File: src/rtl/debug_pkg.sv
// Shared constants for the UART debug sequencer: command bytes, FSM encoding
// and dump framing.
package debug_pkg;

  localparam logic [7:0] CMD_LOAD = 8'h4C;
  localparam logic [7:0] CMD_CONT = 8'h43;
  localparam logic [7:0] CMD_STEP = 8'h53;

  localparam int WORD_BYTES = 4;
  localparam int NUM_REGS   = 32;
  localparam int DUMP_BYTES = WORD_BYTES * (NUM_REGS + 1);

  typedef logic [3:0] state_t;

  localparam logic [3:0] ST_IDLE         = 4'd0;
  localparam logic [3:0] ST_LOAD_COUNT   = 4'd1;
  localparam logic [3:0] ST_LOAD_BYTE    = 4'd2;
  localparam logic [3:0] ST_LOAD_WRITE   = 4'd3;
  localparam logic [3:0] ST_LOAD_DONE    = 4'd4;
  localparam logic [3:0] ST_RUN          = 4'd5;
  localparam logic [3:0] ST_STEP         = 4'd6;
  localparam logic [3:0] ST_DUMP_PC      = 4'd7;
  localparam logic [3:0] ST_DUMP_PC_SEND = 4'd8;
  localparam logic [3:0] ST_DUMP_ADDR    = 4'd9;
  localparam logic [3:0] ST_DUMP_WAIT    = 4'd10;
  localparam logic [3:0] ST_DUMP_SEND    = 4'd11;

  // Maps a byte received in IDLE to the state it starts; unknown bytes stay idle.
  function automatic state_t cmd_to_state(input logic [7:0] cmd);
    state_t nxt;
    case (cmd)
      CMD_LOAD: nxt = ST_LOAD_COUNT;
      CMD_CONT: nxt = ST_RUN;
      CMD_STEP: nxt = ST_STEP;
      default:  nxt = ST_IDLE;
    endcase
    return nxt;
  endfunction

endpackage

File: src/rtl/debug_tx_serializer.sv
// Sends one word as MSB-first bytes over a valid/ready byte interface.
module debug_tx_serializer
  import debug_pkg::*;
#(
  parameter int DATA_WIDTH = 32
) (
  input  logic                  i_clk,
  input  logic                  i_reset,
  input  logic                  load,
  input  logic [DATA_WIDTH-1:0] word,
  input  logic                  tx_ready,
  output logic [7:0]            tx_data,
  output logic                  tx_valid,
  output logic                  done
);

  logic [DATA_WIDTH-1:0] shift_reg;
  logic [7:0]            bytes_left;
  logic                  busy;
  logic                  accept;

  assign accept   = busy && tx_ready;
  assign tx_data  = shift_reg[DATA_WIDTH-1 -: 8];
  assign tx_valid = busy;
  assign done     = accept && (bytes_left == 8'd1);

  // Data only shifts on acceptance, so the byte on tx_data is stable while stalled.
  always_ff @(posedge i_clk) begin
    if (i_reset) begin
      shift_reg  <= '0;
      bytes_left <= '0;
      busy       <= 1'b0;
    end else if (load) begin
      shift_reg  <= word;
      bytes_left <= 8'(DATA_WIDTH / 8);
      busy       <= 1'b1;
    end else if (accept) begin
      shift_reg  <= {shift_reg[DATA_WIDTH-9:0], 8'h00};
      bytes_left <= bytes_left - 8'd1;
      if (bytes_left == 8'd1) begin
        busy <= 1'b0;
      end
    end
  end

endmodule

File: src/rtl/debug_controller.sv
// UART debug sequencer: loads imem, runs or single-steps the pipeline, and
// dumps the PC plus all registers to the host after each run or step.
//
// state           | meaning
// ST_IDLE         | waiting for a command byte
// ST_LOAD_COUNT   | waiting for the word count N
// ST_LOAD_BYTE    | shifting in 4 bytes of the next word, MSB first
// ST_LOAD_WRITE   | one-cycle imem write of the assembled word
// ST_LOAD_DONE    | one-cycle pipeline reset pulse, clears halted
// ST_RUN          | pipeline enabled until i_halt
// ST_STEP         | single enable cycle unless already halted
// ST_DUMP_PC      | latch i_pc into the serializer
// ST_DUMP_PC_SEND | sending the 4 PC bytes
// ST_DUMP_ADDR    | drive register address to the bank
// ST_DUMP_WAIT    | bank data valid, latch into the serializer
// ST_DUMP_SEND    | sending the 4 register bytes
module debug_controller
  import debug_pkg::*;
#(
  parameter int DATA_WIDTH      = 32,
  parameter int REG_ADDR_WIDTH  = 5,
  parameter int IMEM_ADDR_WIDTH = 10
) (
  input  logic                       i_clk,
  input  logic                       i_reset,
  input  logic [7:0]                 i_rx_data,
  input  logic                       i_rx_valid,
  input  logic                       i_tx_ready,
  output logic [7:0]                 o_tx_data,
  output logic                       o_tx_valid,
  output logic                       o_imem_we,
  output logic [IMEM_ADDR_WIDTH-1:0] o_imem_addr,
  output logic [DATA_WIDTH-1:0]      o_imem_data,
  output logic                       o_pipe_enable,
  output logic                       o_pipe_reset,
  input  logic                       i_halt,
  input  logic [DATA_WIDTH-1:0]      i_pc,
  output logic [REG_ADDR_WIDTH-1:0]  o_dbg_reg_addr,
  input  logic [DATA_WIDTH-1:0]      i_dbg_reg_data
);

  state_t                    state;
  logic                      halted;
  logic [7:0]                word_cnt;
  logic [7:0]                word_idx;
  logic [1:0]                byte_cnt;
  logic [DATA_WIDTH-1:0]     asm_word;
  logic [REG_ADDR_WIDTH-1:0] reg_idx;
  logic [7:0]                bytes_left;

  logic                      ser_load;
  logic [DATA_WIDTH-1:0]     ser_word;
  logic                      ser_done;
  logic                      tx_accept;

  assign tx_accept = o_tx_valid && i_tx_ready;

  assign o_imem_we      = (state == ST_LOAD_WRITE);
  assign o_imem_addr    = IMEM_ADDR_WIDTH'(word_idx);
  assign o_imem_data    = asm_word;
  assign o_pipe_reset   = (state == ST_LOAD_DONE);
  assign o_dbg_reg_addr = reg_idx;

  // i_halt gates the enable combinationally so the halt cycle itself never advances.
  assign o_pipe_enable = !halted &&
                         (((state == ST_RUN) && !i_halt) || (state == ST_STEP));

  assign ser_load = (state == ST_DUMP_PC) || (state == ST_DUMP_WAIT);
  assign ser_word = (state == ST_DUMP_PC) ? i_pc : i_dbg_reg_data;

  debug_tx_serializer #(
    .DATA_WIDTH (DATA_WIDTH)
  ) u_tx_ser (
    .i_clk    (i_clk),
    .i_reset  (i_reset),
    .load     (ser_load),
    .word     (ser_word),
    .tx_ready (i_tx_ready),
    .tx_data  (o_tx_data),
    .tx_valid (o_tx_valid),
    .done     (ser_done)
  );

  always_ff @(posedge i_clk) begin
    if (i_reset) begin
      state      <= ST_IDLE;
      halted     <= 1'b0;
      word_cnt   <= '0;
      word_idx   <= '0;
      byte_cnt   <= '0;
      asm_word   <= '0;
      reg_idx    <= '0;
      bytes_left <= '0;
    end else begin
      if (tx_accept) begin
        bytes_left <= bytes_left - 8'd1;
      end

      case (state)
        ST_IDLE: begin
          if (i_rx_valid) begin
            state <= cmd_to_state(i_rx_data);
          end
        end

        ST_LOAD_COUNT: begin
          if (i_rx_valid) begin
            if (i_rx_data == 8'd0) begin
              state <= ST_IDLE;
            end else begin
              word_cnt <= i_rx_data;
              word_idx <= '0;
              byte_cnt <= '0;
              state    <= ST_LOAD_BYTE;
            end
          end
        end

        ST_LOAD_BYTE: begin
          if (i_rx_valid) begin
            asm_word <= {asm_word[DATA_WIDTH-9:0], i_rx_data};
            byte_cnt <= byte_cnt + 2'd1;
            if (byte_cnt == 2'd3) begin
              state <= ST_LOAD_WRITE;
            end
          end
        end

        ST_LOAD_WRITE: begin
          word_idx <= word_idx + 8'd1;
          if (word_idx == word_cnt - 8'd1) begin
            state <= ST_LOAD_DONE;
          end else begin
            state <= ST_LOAD_BYTE;
          end
        end

        ST_LOAD_DONE: begin
          halted <= 1'b0;
          state  <= ST_IDLE;
        end

        ST_RUN: begin
          if (halted) begin
            state <= ST_DUMP_PC;
          end else if (i_halt) begin
            halted <= 1'b1;
            state  <= ST_DUMP_PC;
          end
        end

        ST_STEP: begin
          if (!halted && i_halt) begin
            halted <= 1'b1;
          end
          state <= ST_DUMP_PC;
        end

        ST_DUMP_PC: begin
          bytes_left <= 8'(DUMP_BYTES);
          reg_idx    <= '0;
          state      <= ST_DUMP_PC_SEND;
        end

        ST_DUMP_PC_SEND: begin
          if (ser_done) begin
            state <= ST_DUMP_ADDR;
          end
        end

        ST_DUMP_ADDR: begin
          state <= ST_DUMP_WAIT;
        end

        ST_DUMP_WAIT: begin
          state <= ST_DUMP_SEND;
        end

        ST_DUMP_SEND: begin
          if (ser_done) begin
            if (bytes_left == 8'd1) begin
              state <= ST_IDLE;
            end else begin
              reg_idx <= reg_idx + REG_ADDR_WIDTH'(1);
              state   <= ST_DUMP_ADDR;
            end
          end
        end

        default: begin
          state <= ST_IDLE;
        end
      endcase
    end
  end

endmodule

File: config.mk
export PLATFORM = sky130hd
export DESIGN_NAME = debug_controller
export DESIGN_NICKNAME = d
export VERILOG_FILES = /design/src/rtl/debug_pkg.sv /design/src/rtl/debug_tx_serializer.sv /design/src/rtl/debug_controller.sv
export SDC_FILE = /design/constraint.sdc
export NUM_CORES = 1
export LEC_CHECK = 0
export CAP_MARGIN = 20
export CORE_ASPECT_RATIO = 0.9
export CORE_MARGIN = 2
export CORE_UTILIZATION = 47
export CTS_CLUSTER_SIZE = 40
export DETAILED_ROUTE_END_ITERATION = 7
export DONT_BUFFER_PORTS = 1
export GPL_TIMING_DRIVEN = 0
export PLACE_DENSITY_LB_ADDON = 0.08
export SYNTH_ARGS = -nofsm -noshare
export SYNTH_HDL_FRONTEND = slang
export SYNTH_SLANG_ARGS = --single-unit
export TNS_END_PERCENT = 1
File: constraint.sdc
create_clock -name i_clk -period 4.05 [get_ports i_clk]
set_clock_uncertainty 0.1 [all_clocks]
set_input_delay 0.81 -clock i_clk [delete_from_list [all_inputs] [get_ports i_clk]]
set_output_delay 0.81 -clock i_clk [all_outputs]
set_load 0.01 [all_outputs]
# Word level (Yosys, flattened, before mapping)
# Cells that the tools add are included.
[classes] n_addsub=6 n_eq_ne=28 muxes=37 bitwise=1 reduce_logical=28
[ops] operator="$mux 32" n=3
[ops] operator="$pmux 4 s11" n=1
[ops] operator="$mux 4" n=9
[ops] operator="$mux 8" n=4
[ops] operator="$eq 8x7->1 const B" n=3
[ops] operator="$sub 8x1->8 const B" n=3
[ops] operator="$eq 4x3->1 const B" n=4
[ops] operator="$eq 4x4->1 const B" n=4
[ops] operator="$eq 8x1->1 const B" n=2
[ops] operator="$ne 2x2->1 const B" n=8
[ops] operator="$pmux 8 s2" n=1
[ops] operator="$reduce_bool 2->1" n=6
[ops] operator="$mux 5" n=2
[ops] operator="$pmux 5 s2" n=1
[ops] operator="$mux 3" n=3
[ops] operator="$pmux 3 s3" n=1
[ops] operator="$reduce_and 3->1" n=3
[ops] operator="$add 8x1->8 const B" n=1
[ops] operator="$eq 4x2->1 const B" n=2
[ops] operator="$eq 8x8->1" n=1
[ops] operator="$logic_not 8->1" n=1
[ops] operator="$mux 2" n=4
[ops] operator="$reduce_and 7->1" n=1
[ops] operator="$mux 1" n=6
[ops] operator="other kinds (17)" n=26
[totals] ff_bits=109 inputBits=77 elab_cells=113

# Longest topological paths before layout
[logic_depth] depth_word=4 depth_mapped=9 depth_no_buf=7

# Cells and area by module
# Synthesis repeated with hierarchy kept, for this count alone.
[hier_totals] hier_cells=661 area_unflattened_um2=5350.1
[by_module_without_submodules] module="debug_controller" n_inst=1 cells_each=433 area_each_um2=3548.4
[by_module_without_submodules] module="debug_tx_serializer" n_inst=1 cells_each=228 area_each_um2=1801.7

# Worst setup path after synthesis
# OpenSTA, ideal clock, no wires.
[synth_timing] kind="in2reg" startpoint="input port i_rx_data[0]" endpoint="register word_idx[5]" setup_ps=125 arrival_time_ps=2214 required_ps=3825 setup_slack_ps=1611 path_stages=5 path_buffers=0 path_cell_list="or4_4 or3_4 a21oi_1 or4_1 a21oi_2"
[synth_between] elab_chain_cells=3
[synth_rtl] item="start, declared" line="debug_controller.sv:26" rtl="input logic [7:0] i_rx_data,"
[synth_rtl] item="$logic_not 8->1" line="debug_controller.sv:108" rtl="if (i_rx_data == 8'd0) begin"
[synth_rtl] item="$ne 2x2->1 (no line)"
[synth_rtl] item="$reduce_and 3->1 (no line)"
[synth_rtl] item="end signal, assigned" line="debug_controller.sv:130" rtl="word_idx <= word_idx + 8'd1;"
[synth_rtl] item="end, declared" line="debug_controller.sv:45" rtl="logic [7:0] word_idx;"
# No other way between the ends.
# A chain may end at the register's enable or synchronous reset.

# Final worst setup path
[layout_timing] startpoint="register state[0]" endpoint="output port o_pipe_enable"
[layout_between] elab_chain_cells=4 elab_cells_between_ends=5
[layout_rtl] item="start, declared" line="debug_controller.sv:42" rtl="state_t state;"
[layout_rtl] item="start signal, assigned" line="debug_controller.sv:102" rtl="state <= cmd_to_state(i_rx_data);"
[layout_rtl] item="$eq 4x3->1" line="debug_controller.sv:66" rtl="(((state == ST_RUN) && !i_halt) || (state == ST_STEP));"
[layout_rtl] item="$logic_and 1x1->1" line="debug_controller.sv:66"
[layout_rtl] item="$logic_or 1x1->1 (*)" line="debug_controller.sv:66"
[layout_rtl] item="$logic_and 1x1->1 (*)" line="debug_controller.sv:65" rtl="assign o_pipe_enable = !halted &&"
[layout_rtl] item="end, declared" line="debug_controller.sv:34" rtl="output logic o_pipe_enable,"
# Mark *: on every way between the ends. The rest lies on a longest branch, timed or not.

==> parameters.txt <==
Parameter                              Value

Status
  Run status ... finished clean

Pwr
  Seq pwr share ... 47.9%
  Switching share of total power ... 25.10%
  Internal Pwr Total ... 1.725 mW
  Largest voltage drop on the vdd net ... 0.1989 mV
  Leakage power summed over all cells ... 1.945 nW
  Combinational fraction of design power ... 9.8%
  Power share of the clock group ... 42.3%
  Cell area power density ... 386.4 nW/um2
  Net switching power ... 0.5779 mW

Placement
  Worst slack at placement ... 1.395 ns
  Routability congestion estimate ... 0.8838
  Buffers on Ports ... 0
  Post-detailed-placement cell area ... 5627 um2
  Number of placed instances with taps included ... 841
  Final HPWL from detailed placement ... 10.91 mm

Routing
  Final routed DRC violation total ... 0
  Detailed-route via count ... 4911
  First drt pass iteration count ... 5
  Routed wire length ... 14.35 mm
  Antenna violation net count after detailed routing ... 0
  Detailed-route vias per instance ... 5.724
  Routed len/inst ... 16.73 um
  Number of DRC markers after the initial detailed-route iteration ... 304

Clock network
  Hold buffer count at CTS ... 0
  Maximum level of the CTS H-tree ... 3
  Quantity of gates resized following cts ... 0
  Number of buffers created by CTS ... 9
  Skew-Pair Late Insertion Delay ... 0.34 ns
  Root Driver ... clkbuf_16
  Setup Fix Bufs, Post-CTS ... 0
  Number of clock sinks seen by CTS ... 109
  TritonCTS clock tree ... done
  Number of buffers between clock root and the deepest sink ... 2
  Clock Pin Slew Worst Setup and Hold Paths ... 0.07 ns

Synthesis
  Total of flip-flops plus latches after synthesis ... 109
  Top area cells in the synthesized netlist ... dfxtp_1 (40%), nand2_1 (10%), a21oi_1 (5.6%)
  Syn Std Cell Area ... 5428 um2
  Synth top area share ... 40.20%
  Post-synth EDFFs ... 0
  Distinct cell type count of the synthesized netlist ... 62
  Primary flip-flop cell chosen by synthesis mapping ... dfxtp_1
  Share of the yosys chip area belonging to registers ... 40.20%
  Most common cell in the synthesized netlist ... nand2_1
  Async set or reset register ratio after synthesis ... 0%
  Yosys warning count ... 0
  Number of cells produced by synthesis ... 684
  Top cell types by occurrence after synthesis ... nand2_1 (148), dfxtp_1 (109), a21oi_1 (61)
  Mean post-synth cell area ... 7.935 um2
  Largest area contributor in the synthesized netlist ... dfxtp_1

Critical path
  Sequence of cells on the critical path ... buf_2, buf_2, inv_1, a21oi_1, nor3_1
  Startpoint class of the critical path ... register
  R2R depth ... 7
  Critical path buffer and inverter count ... 3
  Family with the most delay on the worst path ... buffers and inverters
  Type of element capturing the critical path ... primary output
  Crit path top cell by count ... buf_2
  Data arrival time of the worst path ... 1.65 ns
  Crit path largest cell delay ... 0.41 ns
  CP Depth ... 5
  Category of the critical setup timing path ... register to primary output
  Critical-path cell with the highest stage delay ... nor3_1
  Crit-path max FO ... 10
  Worst endpoint required time ... 3.14 ns

GRT
  Global-route congestion overflow total ... 0
  Via count of the first global-routing pass ... 4766
  Overall routing resource usage ... 23.46%
  Initial antenna violation count ... 2
  First-pass GRT wire length ... 23.22 mm
  Largest net degree at the start of global routing ... 20

Floorplanning
  Effective utilization at floorplan ... 47.85%
  Die X ... 117.3 um
  Core Region ... 11340 um2
  Die outline height ... 106.0 um
  # IOs ... 136
  Die footprint ... 12430 um2
  Std cell rows ... 37

Timing
  Achievable clock frequency ... 0.3902 GHz
  Total setup violations reported at the end of the flow ... 0
  Unrepaired setup endpoints after global routing ... no
  Final worst-path cycle share ... 63.28%
  Minimum clock period after layout ... 2.563 ns
  Setup tns final ... 0 ns
  Final critical-path setup slack ... 1.487 ns
  Slew Viols, Final ... 0
  Least-Margin Pin Slew ... 0.6436 ns
  Final Hold Vio Count ... 0
  Tightest slew margin relative to the limit ... 57.09%

Finish
  Utilization of the core after routing ... 52.54%
  Layout area overhead ... 9.797%
  Layout cell share with drive strength beyond 1 ... 7.561%
  Number of nets in the layout ... 781
  Fillers ... 1116
  Final non-filler cell total ... 858
  Cell area after layout ... 5959 um2

Min path
  Path type of the worst min-delay path ... register to register
  Hold Path Stages ... 2

Run
  Number of maximum-capacitance violations ... 0
==> stage by stage <==
step / power [mW] / hold WS [ns]
6_report: 2.303 / 0.3937
5_1_grt: 2.396 / 0.4142
3_5_place_dp: 1.351 / 0.3795
3_3_place_gp: 1.344 / 0.3712
4_1_cts: 2.322 / 0.3908
2_1_floorplan: 1.301 / 0.3534
==> power by group through the flow <==
stage	Combinational [mW]	Sequential (mW)	Clock (mW)
6_report	0.225	1.10	0.974
5_1_grt	0.252	1.11	1.04
2_1_floorplan	0.176	1.12	0
3_3_place_gp	0.216	1.13	0
4_1_cts	0.224	1.10	0.995
3_5_place_dp	0.222	1.13	0
==> cell families (layout without fill, tap and decap cells) <==
kind of cell / Yosys count / count (layout) / synth area share, %
AOI/OAI and AO/OA: 159 / 159 / 19.80
xor gates and xnor gates: 24 / 24 / 3.873
adders and majority gates: 8 / 8 / 1.844
buffers and inverters: 72 / 88 / 5.994
DFF: 109 / 109 / 40.20
muxes: 6 / 6 / 1.107
other: 1 / 3 / 0.06909
and+or+nand+nor: 305 / 305 / 27.11
==> final cells by class <==
type / instances / area (um2) / area share (%)
clock buffers: 9 / 225.2 / 3.779
flip-flops and latches: 109 / 2182 / 36.62
multi-input cells: 504 / 2924 / 49.07
inverters: 10 / 37.54 / 0.6299
clock inverters: 7 / 105.1 / 1.764
diodes: 1 / 2.502 / 0.04199
plain buffers: 62 / 287.8 / 4.829
well taps: 156 / 195.2 / 3.275
==> cell usage in the layout, fill, tap and decap left out, drive strengths merged, types with 13 or more instances in the layout <==
cell type    n
nand2      148
dfxtp      109
a21oi       64
nor2        54
clkbuf      51
a211oi      28
and2        27
a311oi      26
buf         20
xnor2       14
inv         13
==> worst paths after layout <==
| check | startpoint | to | slack (ns) |
|---|---|---|---|
| worst min register to register | u_tx_ser.shift_reg[20]$_SDFFE_PP0P_ | u_tx_ser.shift_reg[28]$_SDFFE_PP0P_ | 0.39 |
| worst min-delay path | u_tx_ser.shift_reg[20]$_SDFFE_PP0P_ | u_tx_ser.shift_reg[28]$_SDFFE_PP0P_ | 0.39 |
| worst max register to register | state[0]$_SDFFE_PP0P_ | u_tx_ser.shift_reg[27]$_SDFFE_PP0P_ | 1.65 |
| worst max-delay path | state[0]$_SDFFE_PP0P_ | o_pipe_enable | 1.49 |
==> per-layer routing <==
metal | part of all wire (%) | track usage (%) | up-vias
met3 | 8.6 | 7.640 | 17
met1 | 43 | 29.81 | 2331
met5 | 0.091 | 0 | -
met2 | 47 | 38.46 | 158
li1 | - | - | 2403
met4 | 1.2 | 5.546 | 2
==> worst reg2reg max path: cells and delay by family (launching register included) <==
family / cells / cell delay, ns
flip-flops: 1 / 0.31
buffers and inverters: 4 / 1.32
AND/OR/NAND/NOR: 1 / 0.08
AO/OA/AOI/OAI: 2 / 0.45
(Power assumes the default switching activity.)
